### config.mk
export PLATFORM = sky130hd
export DESIGN_NAME = butterfly_stage_cplx_flat
export DESIGN_NICKNAME = d
export VERILOG_FILES = /design/src/rtl/butterfly_stage_cplx_if.sv /design/src/rtl/butterfly_stage_cplx.sv /design/src/flat_wrapper.sv
export SDC_FILE = /design/constraint.sdc
export NUM_CORES = 2
export LEC_CHECK = 0
export BUFFER_PORTS_ARGS = -buffer_cell sky130_fd_sc_hd__buf_2
export CORE_AREA = 2 2 490 249
export DETAILED_ROUTE_END_ITERATION = 12
export DIE_AREA = 0 0 492 251
export GPL_ROUTABILITY_DRIVEN = 0
export PLACE_DENSITY = 0.77
export REMOVE_ABC_BUFFERS = 1
export SKIP_LAST_GASP = 1
export SLEW_MARGIN = 20
export SYNTH_ARGS = -nofsm -noshare
export SYNTH_HDL_FRONTEND = slang
export SYNTH_SLANG_ARGS = --single-unit
### constraint.sdc
create_clock -name clk -period 22.5 [get_ports clk]
set_clock_uncertainty 0.1 [all_clocks]
set_input_delay 0 -clock clk [delete_from_list [all_inputs] [get_ports clk]]
set_output_delay 0 -clock clk [all_outputs]
set_load 0.01 [all_outputs]
### src/rtl/butterfly_stage_cplx_if.sv
`default_nettype none
// ============================================================================
// Module   : butterfly_stage_cplx_if
// Purpose  : Operand/result stream bundle for the complex radix-2 butterfly.
// Revision : 1.0
// ============================================================================
interface butterfly_stage_cplx_if #(
   parameter int WIDTH    = 16,
   parameter int TW_WIDTH = 16
);
   logic                       s_tvalid;
   logic                       s_tready;
   logic                       s_tlast;
   logic signed [WIDTH-1:0]    a_re;
   logic signed [WIDTH-1:0]    a_im;
   logic signed [WIDTH-1:0]    b_re;
   logic signed [WIDTH-1:0]    b_im;
   logic signed [TW_WIDTH-1:0] w_re;
   logic signed [TW_WIDTH-1:0] w_im;
   logic                       scale_i;
   logic                       m_tvalid;
   logic                       m_tready;
   logic                       m_tlast;
   logic signed [WIDTH-1:0]    x_re;
   logic signed [WIDTH-1:0]    x_im;
   logic signed [WIDTH-1:0]    y_re;
   logic signed [WIDTH-1:0]    y_im;
   logic                       ovf_o;
   logic                       ovf_clr_i;

   // Upstream/downstream environment side
   modport master (
      output s_tvalid, s_tlast, a_re, a_im, b_re, b_im, w_re, w_im, scale_i,
      output m_tready, ovf_clr_i,
      input  s_tready, m_tvalid, m_tlast, x_re, x_im, y_re, y_im, ovf_o
   );

   // Butterfly side
   modport slave (
      input  s_tvalid, s_tlast, a_re, a_im, b_re, b_im, w_re, w_im, scale_i,
      input  m_tready, ovf_clr_i,
      output s_tready, m_tvalid, m_tlast, x_re, x_im, y_re, y_im, ovf_o
   );
endinterface
`default_nettype wire

### src/rtl/butterfly_stage_cplx.sv
`default_nettype none
// ============================================================================
// Module   : butterfly_stage_cplx
// Purpose  : 3-stage complex DIT butterfly X = A + W*B, Y = A - W*B with
//            optional /2 scaling, round-half-up and sticky saturation flag.
// Revision : 1.0
// ============================================================================
module butterfly_stage_cplx #(
   parameter int WIDTH    = 16,
   parameter int TW_WIDTH = 16
) (
   input  wire logic             clk,
   input  wire logic             rst,
   butterfly_stage_cplx_if.slave bus
);
   localparam int PW = WIDTH + TW_WIDTH;
   localparam int SW = PW + 1;
   localparam int XW = WIDTH + 2;

   localparam logic signed [SW-1:0] c_RND = {{PW{1'b0}}, 1'b1} << (TW_WIDTH - 2);
   localparam logic signed [XW-1:0] c_ONE = {{(WIDTH+1){1'b0}}, 1'b1};
   localparam logic signed [XW-1:0] c_MAX = {3'b000, {(WIDTH-1){1'b1}}};
   localparam logic signed [XW-1:0] c_MIN = {3'b111, {(WIDTH-1){1'b0}}};

   // Optional halving (round-half-up), then clamp; MSB of result = saturated
   function automatic logic [WIDTH:0] f_post(input logic signed [XW-1:0] v,
                                             input logic sc);
      logic signed [XW-1:0] r;
      r = sc ? ((v + c_ONE) >>> 1) : v;
      if (r > c_MAX)
         return {1'b1, c_MAX[WIDTH-1:0]};
      else if (r < c_MIN)
         return {1'b1, c_MIN[WIDTH-1:0]};
      else
         return {1'b0, r[WIDTH-1:0]};
   endfunction

   logic                    w_en;

   logic                    r1_valid, r1_last, r1_scale;
   logic signed [WIDTH-1:0] r1_a_re, r1_a_im;
   logic signed [PW-1:0]    r1_p_rr, r1_p_ii, r1_p_ri, r1_p_ir;

   logic                    r2_valid, r2_last, r2_scale;
   logic signed [WIDTH-1:0] r2_a_re, r2_a_im;
   logic signed [WIDTH:0]   r2_t_re, r2_t_im;

   logic                    r3_valid, r3_last;
   logic signed [WIDTH-1:0] r3_x_re, r3_x_im, r3_y_re, r3_y_im;
   logic                    r_ovf;

   logic signed [PW-1:0]    w_p_rr, w_p_ii, w_p_ri, w_p_ir;
   logic signed [SW-1:0]    w_rnd_re, w_rnd_im;
   logic signed [XW-1:0]    w_x_re, w_x_im, w_y_re, w_y_im;
   logic        [WIDTH:0]   w_px_re, w_px_im, w_py_re, w_py_im;
   logic                    w_sat;
   logic                    w_unused;

   assign w_en         = bus.m_tready | ~r3_valid;
   assign bus.s_tready = w_en;

   assign w_p_rr = PW'(bus.b_re) * PW'(bus.w_re);
   assign w_p_ii = PW'(bus.b_im) * PW'(bus.w_im);
   assign w_p_ri = PW'(bus.b_re) * PW'(bus.w_im);
   assign w_p_ir = PW'(bus.b_im) * PW'(bus.w_re);

   // Rounded twiddle product; the arithmetic shift is the bit slice below
   assign w_rnd_re = SW'(r1_p_rr) - SW'(r1_p_ii) + c_RND;
   assign w_rnd_im = SW'(r1_p_ri) + SW'(r1_p_ir) + c_RND;

   assign w_x_re = XW'(r2_a_re) + XW'(r2_t_re);
   assign w_x_im = XW'(r2_a_im) + XW'(r2_t_im);
   assign w_y_re = XW'(r2_a_re) - XW'(r2_t_re);
   assign w_y_im = XW'(r2_a_im) - XW'(r2_t_im);

   assign w_px_re = f_post(w_x_re, r2_scale);
   assign w_px_im = f_post(w_x_im, r2_scale);
   assign w_py_re = f_post(w_y_re, r2_scale);
   assign w_py_im = f_post(w_y_im, r2_scale);

   assign w_sat = r2_valid &
                  (w_px_re[WIDTH] | w_px_im[WIDTH] | w_py_re[WIDTH] | w_py_im[WIDTH]);

   assign w_unused = ^{w_rnd_re[TW_WIDTH-2:0], w_rnd_re[SW-1],
                       w_rnd_im[TW_WIDTH-2:0], w_rnd_im[SW-1]};

   always_ff @(posedge clk or posedge rst) begin
      if (rst) begin
         r1_valid <= 1'b0;
         r1_last  <= 1'b0;
         r1_scale <= 1'b0;
         r1_a_re  <= '0;
         r1_a_im  <= '0;
         r1_p_rr  <= '0;
         r1_p_ii  <= '0;
         r1_p_ri  <= '0;
         r1_p_ir  <= '0;
         r2_valid <= 1'b0;
         r2_last  <= 1'b0;
         r2_scale <= 1'b0;
         r2_a_re  <= '0;
         r2_a_im  <= '0;
         r2_t_re  <= '0;
         r2_t_im  <= '0;
         r3_valid <= 1'b0;
         r3_last  <= 1'b0;
         r3_x_re  <= '0;
         r3_x_im  <= '0;
         r3_y_re  <= '0;
         r3_y_im  <= '0;
         r_ovf    <= 1'b0;
      end else begin
         if (w_en) begin
            r1_valid <= bus.s_tvalid;
            r1_last  <= bus.s_tvalid & bus.s_tlast;
            r1_scale <= bus.scale_i;
            r1_a_re  <= bus.a_re;
            r1_a_im  <= bus.a_im;
            r1_p_rr  <= w_p_rr;
            r1_p_ii  <= w_p_ii;
            r1_p_ri  <= w_p_ri;
            r1_p_ir  <= w_p_ir;

            r2_valid <= r1_valid;
            r2_last  <= r1_last;
            r2_scale <= r1_scale;
            r2_a_re  <= r1_a_re;
            r2_a_im  <= r1_a_im;
            r2_t_re  <= w_rnd_re[TW_WIDTH-1 +: WIDTH+1];
            r2_t_im  <= w_rnd_im[TW_WIDTH-1 +: WIDTH+1];

            r3_valid <= r2_valid;
            r3_last  <= r2_last;
            r3_x_re  <= w_px_re[WIDTH-1:0];
            r3_x_im  <= w_px_im[WIDTH-1:0];
            r3_y_re  <= w_py_re[WIDTH-1:0];
            r3_y_im  <= w_py_im[WIDTH-1:0];
         end
         // A saturating load outranks a coincident clear
         if (w_en && w_sat)
            r_ovf <= 1'b1;
         else if (bus.ovf_clr_i)
            r_ovf <= 1'b0;
      end
   end

   assign bus.m_tvalid = r3_valid;
   assign bus.m_tlast  = r3_last;
   assign bus.x_re     = r3_x_re;
   assign bus.x_im     = r3_x_im;
   assign bus.y_re     = r3_y_re;
   assign bus.y_im     = r3_y_im;
   assign bus.ovf_o    = r_ovf;

endmodule
`default_nettype wire

### src/flat_wrapper.sv
// flat-port wrapper written by rule: the top's interface ports become plain ports
module butterfly_stage_cplx_flat 
#(
   parameter int WIDTH    = 16,
   parameter int TW_WIDTH = 16
)
  (clk, rst, bus_s_tvalid, bus_s_tlast, bus_a_re, bus_a_im, bus_b_re, bus_b_im, bus_w_re, bus_w_im, bus_scale_i, bus_m_tready, bus_ovf_clr_i, bus_s_tready, bus_m_tvalid, bus_m_tlast, bus_x_re, bus_x_im, bus_y_re, bus_y_im, bus_ovf_o);
  butterfly_stage_cplx_if #(.WIDTH(WIDTH), .TW_WIDTH(TW_WIDTH)) bus_i ();
  input  wire logic clk;
  input  wire logic rst;
  input wire logic [$bits(bus_i.s_tvalid)-1:0] bus_s_tvalid;
  input wire logic [$bits(bus_i.s_tlast)-1:0] bus_s_tlast;
  input wire logic [$bits(bus_i.a_re)-1:0] bus_a_re;
  input wire logic [$bits(bus_i.a_im)-1:0] bus_a_im;
  input wire logic [$bits(bus_i.b_re)-1:0] bus_b_re;
  input wire logic [$bits(bus_i.b_im)-1:0] bus_b_im;
  input wire logic [$bits(bus_i.w_re)-1:0] bus_w_re;
  input wire logic [$bits(bus_i.w_im)-1:0] bus_w_im;
  input wire logic [$bits(bus_i.scale_i)-1:0] bus_scale_i;
  input wire logic [$bits(bus_i.m_tready)-1:0] bus_m_tready;
  input wire logic [$bits(bus_i.ovf_clr_i)-1:0] bus_ovf_clr_i;
  output wire logic [$bits(bus_i.s_tready)-1:0] bus_s_tready;
  output wire logic [$bits(bus_i.m_tvalid)-1:0] bus_m_tvalid;
  output wire logic [$bits(bus_i.m_tlast)-1:0] bus_m_tlast;
  output wire logic [$bits(bus_i.x_re)-1:0] bus_x_re;
  output wire logic [$bits(bus_i.x_im)-1:0] bus_x_im;
  output wire logic [$bits(bus_i.y_re)-1:0] bus_y_re;
  output wire logic [$bits(bus_i.y_im)-1:0] bus_y_im;
  output wire logic [$bits(bus_i.ovf_o)-1:0] bus_ovf_o;
  assign bus_i.s_tvalid = bus_s_tvalid;
  assign bus_i.s_tlast = bus_s_tlast;
  assign bus_i.a_re = bus_a_re;
  assign bus_i.a_im = bus_a_im;
  assign bus_i.b_re = bus_b_re;
  assign bus_i.b_im = bus_b_im;
  assign bus_i.w_re = bus_w_re;
  assign bus_i.w_im = bus_w_im;
  assign bus_i.scale_i = bus_scale_i;
  assign bus_i.m_tready = bus_m_tready;
  assign bus_i.ovf_clr_i = bus_ovf_clr_i;
  assign bus_s_tready = bus_i.s_tready;
  assign bus_m_tvalid = bus_i.m_tvalid;
  assign bus_m_tlast = bus_i.m_tlast;
  assign bus_x_re = bus_i.x_re;
  assign bus_x_im = bus_i.x_im;
  assign bus_y_re = bus_i.y_re;
  assign bus_y_im = bus_i.y_im;
  assign bus_ovf_o = bus_i.ovf_o;
  butterfly_stage_cplx #(.WIDTH(WIDTH), .TW_WIDTH(TW_WIDTH)) u_core (.clk(clk), .rst(rst), .bus(bus_i));
endmodule
# [Word-level counts from Yosys, hierarchy flattened]
# Cells that the tools add are included.
[op_classes] addsub=12 mul=4 n_lt_le_gt_ge=8 n_mux=14 bitwise_logic=7 n_reduce_logical=2
[op_table] op="$mux 17" n=8
[op_table] op="$mul 16x16->32" n=4
[op_table] op="$add 18x2->18 const B" n=4
[op_table] op="$gt 18x16->1 const B" n=4
[op_table] op="$lt 18x16->1 const B" n=4
[op_table] op="$mux 18" n=4
[op_table] op="$add 32x16->32 const B" n=2
[op_table] op="$add 16x17->18" n=2
[op_table] op="$sub 16x17->18" n=2
[op_table] op="$add 32x32->32" n=1
[op_table] op="$sub 32x32->32" n=1
[op_table] op="$or 1x1->1" n=4
[op_table] op="$and 1x1->1" n=2
[op_table] op="$mux 1" n=2
[op_table] op="$reduce_bool 2->1" n=1
[op_table] op="$logic_and 1x1->1" n=1
[op_table] op="$not 1->1" n=1
[totals] register_bits=299 inputBits=103 output_inout_bits=68 elab_cells=70

# [Longest topological paths before layout]
[depth] ltp_word=12 ltp_mapped=26 ltp_nobuf=25

# [Worst setup path before layout]
# Ideal clock, no wire load.
[synth_timing] path_type="input-to-reg" startpoint="input bus_b_im[10]" endpoint="register u_core.r1_p_ir[30]" t_arrival_ps=6032 t_required_ps=22263 setup_slack_ps=16231 stages=24 path_cell_list="clkbuf_1 -> nand2_1 -> fa_1 -> inv_1 -> fa_1 -> inv_1 -> fa_1 -> fa_1 -> inv_1 -> fa_1 -> inv_1 -> fa_1 -> inv_1 -> ha_1 -> and4_1 -> a22o_1 -> a211oi_1 -> a211oi_1 -> o311ai_0 -> a21oi_1 -> nor4_1 -> o31ai_1 -> xnor2_1 -> a21oi_1"
[synth_between] elab_chain_cells=1
[synth_lines] item="from (decl)" line="flat_wrapper.sv:16" text="input wire logic [$bits(bus_i.b_im)-1:0] bus_b_im;"
[synth_lines] item="$mul 16x16->32" line="butterfly_stage_cplx.sv:65" text="assign w_p_ir = PW'(bus.b_im) * PW'(bus.w_re);"
[synth_lines] item="to (signal assigned)" line="butterfly_stage_cplx.sv:122" text="r1_p_ir <= w_p_ir;"
[synth_lines] item="to (decl)" line="butterfly_stage_cplx.sv:42" text="logic signed [PW-1:0] r1_p_rr, r1_p_ii, r1_p_ri, r1_p_ir;"
# Every way passes these cells.
# A chain may end at the register's enable or synchronous reset.

# [Worst setup path after layout]
[layout_timing] startpoint="input bus_w_re[15]" endpoint="register u_core.r1_p_rr[28]"
[layout_between] elab_chain_cells=1
[layout_lines] item="from (decl)" line="flat_wrapper.sv:17" text="input wire logic [$bits(bus_i.w_re)-1:0] bus_w_re;"
[layout_lines] item="$mul 16x16->32" line="butterfly_stage_cplx.sv:62" text="assign w_p_rr = PW'(bus.b_re) * PW'(bus.w_re);"
[layout_lines] item="to (signal assigned)" line="butterfly_stage_cplx.sv:119" text="r1_p_rr <= w_p_rr;"
[layout_lines] item="to (decl)" line="butterfly_stage_cplx.sv:42"
# Every way passes these cells.

==> key figures <==
Die
  • Row count: 90
  • Initial core utilization: 49.6%
  • IO Pins: 171
  • Die area: 123000 um^2
  • Die H: 251 um
  • Core area: 119000 um^2
  • Die width: 492 um

Detailed routing
  • Final WL: 162000 um
  • Starting DRT DRC Count: 4085
  • DRC violations left: 0
  • Drt pass-1 iters: 6
  • Post-DR wirelength/cell: 19.5 um
  • Vias per inst: 5.53
  • Vias: 46100
  • Post-DRT Antenna Nets: 0

Setup path
  • Worst path required time: 22.87 ns
  • Worst setup EP type: flop
  • Worst Path Max Fanout: 21
  • Worst flop-to-flop path startpoint: u_core.r2_t_im[1]
  • CP max stage cell: a2111oi_0
  • Critical path's largest stage delay: 0.82 ns
  • CP Class: in -> reg
  • Worst R2R End: u_core.bus.ovf_o
  • Critical path buffers and inverters: 8
  • Worst r2r path cells: 13
  • Crit path DAT: 7.19 ns
  • Register-to-register setup slack: 16.92 ns
  • Worst path top cell family by delay: adder cells
  • Startpoint class of the critical path: input pin

CTS
  • CTS tree: built
  • H-tree depth: 1
  • CTS root buffer: clkbuf_16
  • TritonCTS Sinks: 299
  • Later-pin clock latency in the skew report: 0.65 ns
  • Clock slew at reported path FFs: 0.07 ns
  • PostCTS Resize Cnt: 0
  • Post-CTS setup repair buffer count: 0
  • Hold-fix buffers, CTS: 78
  • CTS Buf Count: 31
  • Clock Path Buffers: 3

Timing
  • WHS: 0.00926 ns
  • RSZ-0062 raised after global routing: false
  • Endpoints failing setup: 0
  • Relative slew margins: 22.6%
  • Sum Neg Setup Slack: 0 ns
  • Final hold violations: 0
  • Fin. max-slew vios: 0
  • Worst slew pin tran: 1.15 ns
  • Min Tclk post-route: 6.81 ns
  • Worst setup margin: 15.69 ns
  • Max Fclk: 0.147 GHz
  • Fin crit share: 30.3%

Yosys
  • Avg Cell Area, Syn: 8.82 um^2
  • Post-synthesis sequential area ratio: 12.6%
  • Flops & latches, synth: 299
  • Synth warn: 0
  • Combinational family with the most area after synthesis: adder cells
  • Post-synthesis mux area share: 0.171%
  • Mapped Cells: 6711
  • Post-synth EDFFs: 0
  • Asr flop ratio synth: 100%
  • Synth Area in Compound Gates: 10.3%
  • Synthesized area: 59200 um^2
  • Post-Synth XOR/XNOR Area: 3.34%
  • Ys flop type: dfrtp_1
  • Post-Synth Simple-Gate Area: 16.5%
  • Distinct cells, synth: 93
  • Adder-cell share of the synthesized area: 46.5%

Finish
  • Most frequent cells in the layout: inv_1, fa_1, nand2_1
  • Layout area overhead: 6.42%
  • # fillers: 10700
  • Share of post-route cells with drive strength above 1: 4.65%
  • Commonest non-fill, non-tap cell in the layout: inv_1
  • Final #Nets: 8374

Global route
  • Total GRT Usage: 26.7%
  • Global-route wire length before repair: 262000 um
  • Vias in the first global route: 48000
  • Initial antenna violation count: 22
  • Pin count of the biggest net entering global routing: 193
  • GRT overflow: 0

Min path
  • HP Class: in -> async

Place
  • IO Port Bufs: 170
  • Final HPWL DP: 127000 um
  • Place WS: 15.19 ns

Run
  • Max_cap viols: 0

Outcome
  • Status: finished clean
==> worst min-delay path: stages <==
cell and delay [ns]:
dlygate4sd3_1 0.54, buf_2 0.15, inv_8 0.60
==> kinds of logic after synthesis <==
logic type	Yosys count
fa+ha+maj	1570
xor+xnor	226
flops	299
buf+inv	1637
mux	10
simple gates	2048
compound gates	921
==> how the worst max path moves through the flow <==
stage / from / end / cells past startpoint
global route: bus_w_re[15] / u_core.r1_p_rr[30] / 26
finish: bus_w_re[15] / u_core.r1_p_rr[28] / 26
global placement: bus_w_re[4] / u_core.r1_p_ir[30] / 24
detailed placement: bus_w_re[15] / u_core.r1_p_rr[28] / 26
CTS: bus_b_re[0] / u_core.r1_p_rr[28] / 23
floorplan: u_core.bus.m_tvalid / u_core.r2_t_im[16] / 5
==> cell type report <==
type / count / area [um^2] / share of cell area [%]
clock inverter: 15 / 214 / 0.340
sequential: 299 / 7490 / 11.9
timing repair buffer: 270 / 1820 / 2.89
clock buffer: 42 / 897 / 1.42
multi-input combinational: 4775 / 45500 / 72.3
antenna: 8 / 20.0 / 0.0318
tap: 1610 / 2010 / 3.20
inverter: 1324 / 4980 / 7.92
==> Yosys cell counts (all sizes together), types with 8 or more instances <==
cell type / instances / area (um^2)
or2: 13 / 81.3
nand2: 936 / 3510
o21bai: 40 / 300
dfrtp: 299 / 7480
a211oi: 32 / 240
buf: 24 / 121
nand4: 17 / 106
nor3: 55 / 290
or3: 25 / 161
a31oi: 48 / 315
o211ai: 41 / 308
nand2b: 82 / 513
a21boi: 10 / 75.1
a21o: 62 / 465
a21oi: 273 / 1440
o41ai: 8 / 77.6
nand3: 58 / 290
xor2: 74 / 648
ha: 518 / 6480
o21a: 50 / 375
o31ai: 35 / 278
inv: 1323 / 4970
a211o: 25 / 219
a2111oi: 9 / 91.3
xnor2: 152 / 1330
and3: 25 / 156
o21ai: 173 / 870
nor3b: 14 / 105
mux2i: 9 / 90.1
nor2: 284 / 1070
o22ai: 9 / 56.3
o2111ai: 12 / 111
a32oi: 13 / 114
and2: 453 / 2830
nor2b: 32 / 200
o311ai: 12 / 123
fa: 1052 / 21100
clkbuf: 289 / 1080
nor4: 11 / 83.8
nand3b: 11 / 82.6
==> layer usage <==
layer | routed length, um | vias to the layer above | track usage [%]
met1 | 70000 | 22900 | 38.0
met5 | 106 | - | 0
met3 | 23600 | 255 | 11.2
li1 | - | 20800 | -
met4 | 2770 | 16 | 4.87
met2 | 66000 | 2170 | 38.1
==> per-stage QoR <==
stage	instances	area [um^2]	utilization (%)
2_1_floorplan	6398	58000	-
3_3_place_gp	8200	61100	51.1
3_5_place_dp	8200	61100	51.1
4_1_cts	8335	62900	52.7
5_1_grt	8341	63000	52.8
6_report	8343	63000	52.8
==> state kept, by name, indices dropped and copies added (netlist names) <==
register,count
u_core.bus.m_tlast,1
u_core.bus.m_tvalid,1
u_core.bus.ovf_o,1
u_core.bus.x_im,16
u_core.bus.x_re,16
u_core.bus.y_im,16
u_core.bus.y_re,16
u_core.r1_a_im,16
u_core.r1_a_re,16
u_core.r1_last,1
u_core.r1_p_ii,32
u_core.r1_p_ir,32
u_core.r1_p_ri,32
u_core.r1_p_rr,32
u_core.r1_scale,1
u_core.r1_valid,1
u_core.r2_a_im,16
u_core.r2_a_re,16
u_core.r2_last,1
u_core.r2_scale,1
u_core.r2_t_im,17
u_core.r2_t_re,17
u_core.r2_valid,1
Power is left out: the tool's default activity adds up to more than one toggle a clock period on the data nets, which glitch-free logic cannot reach.
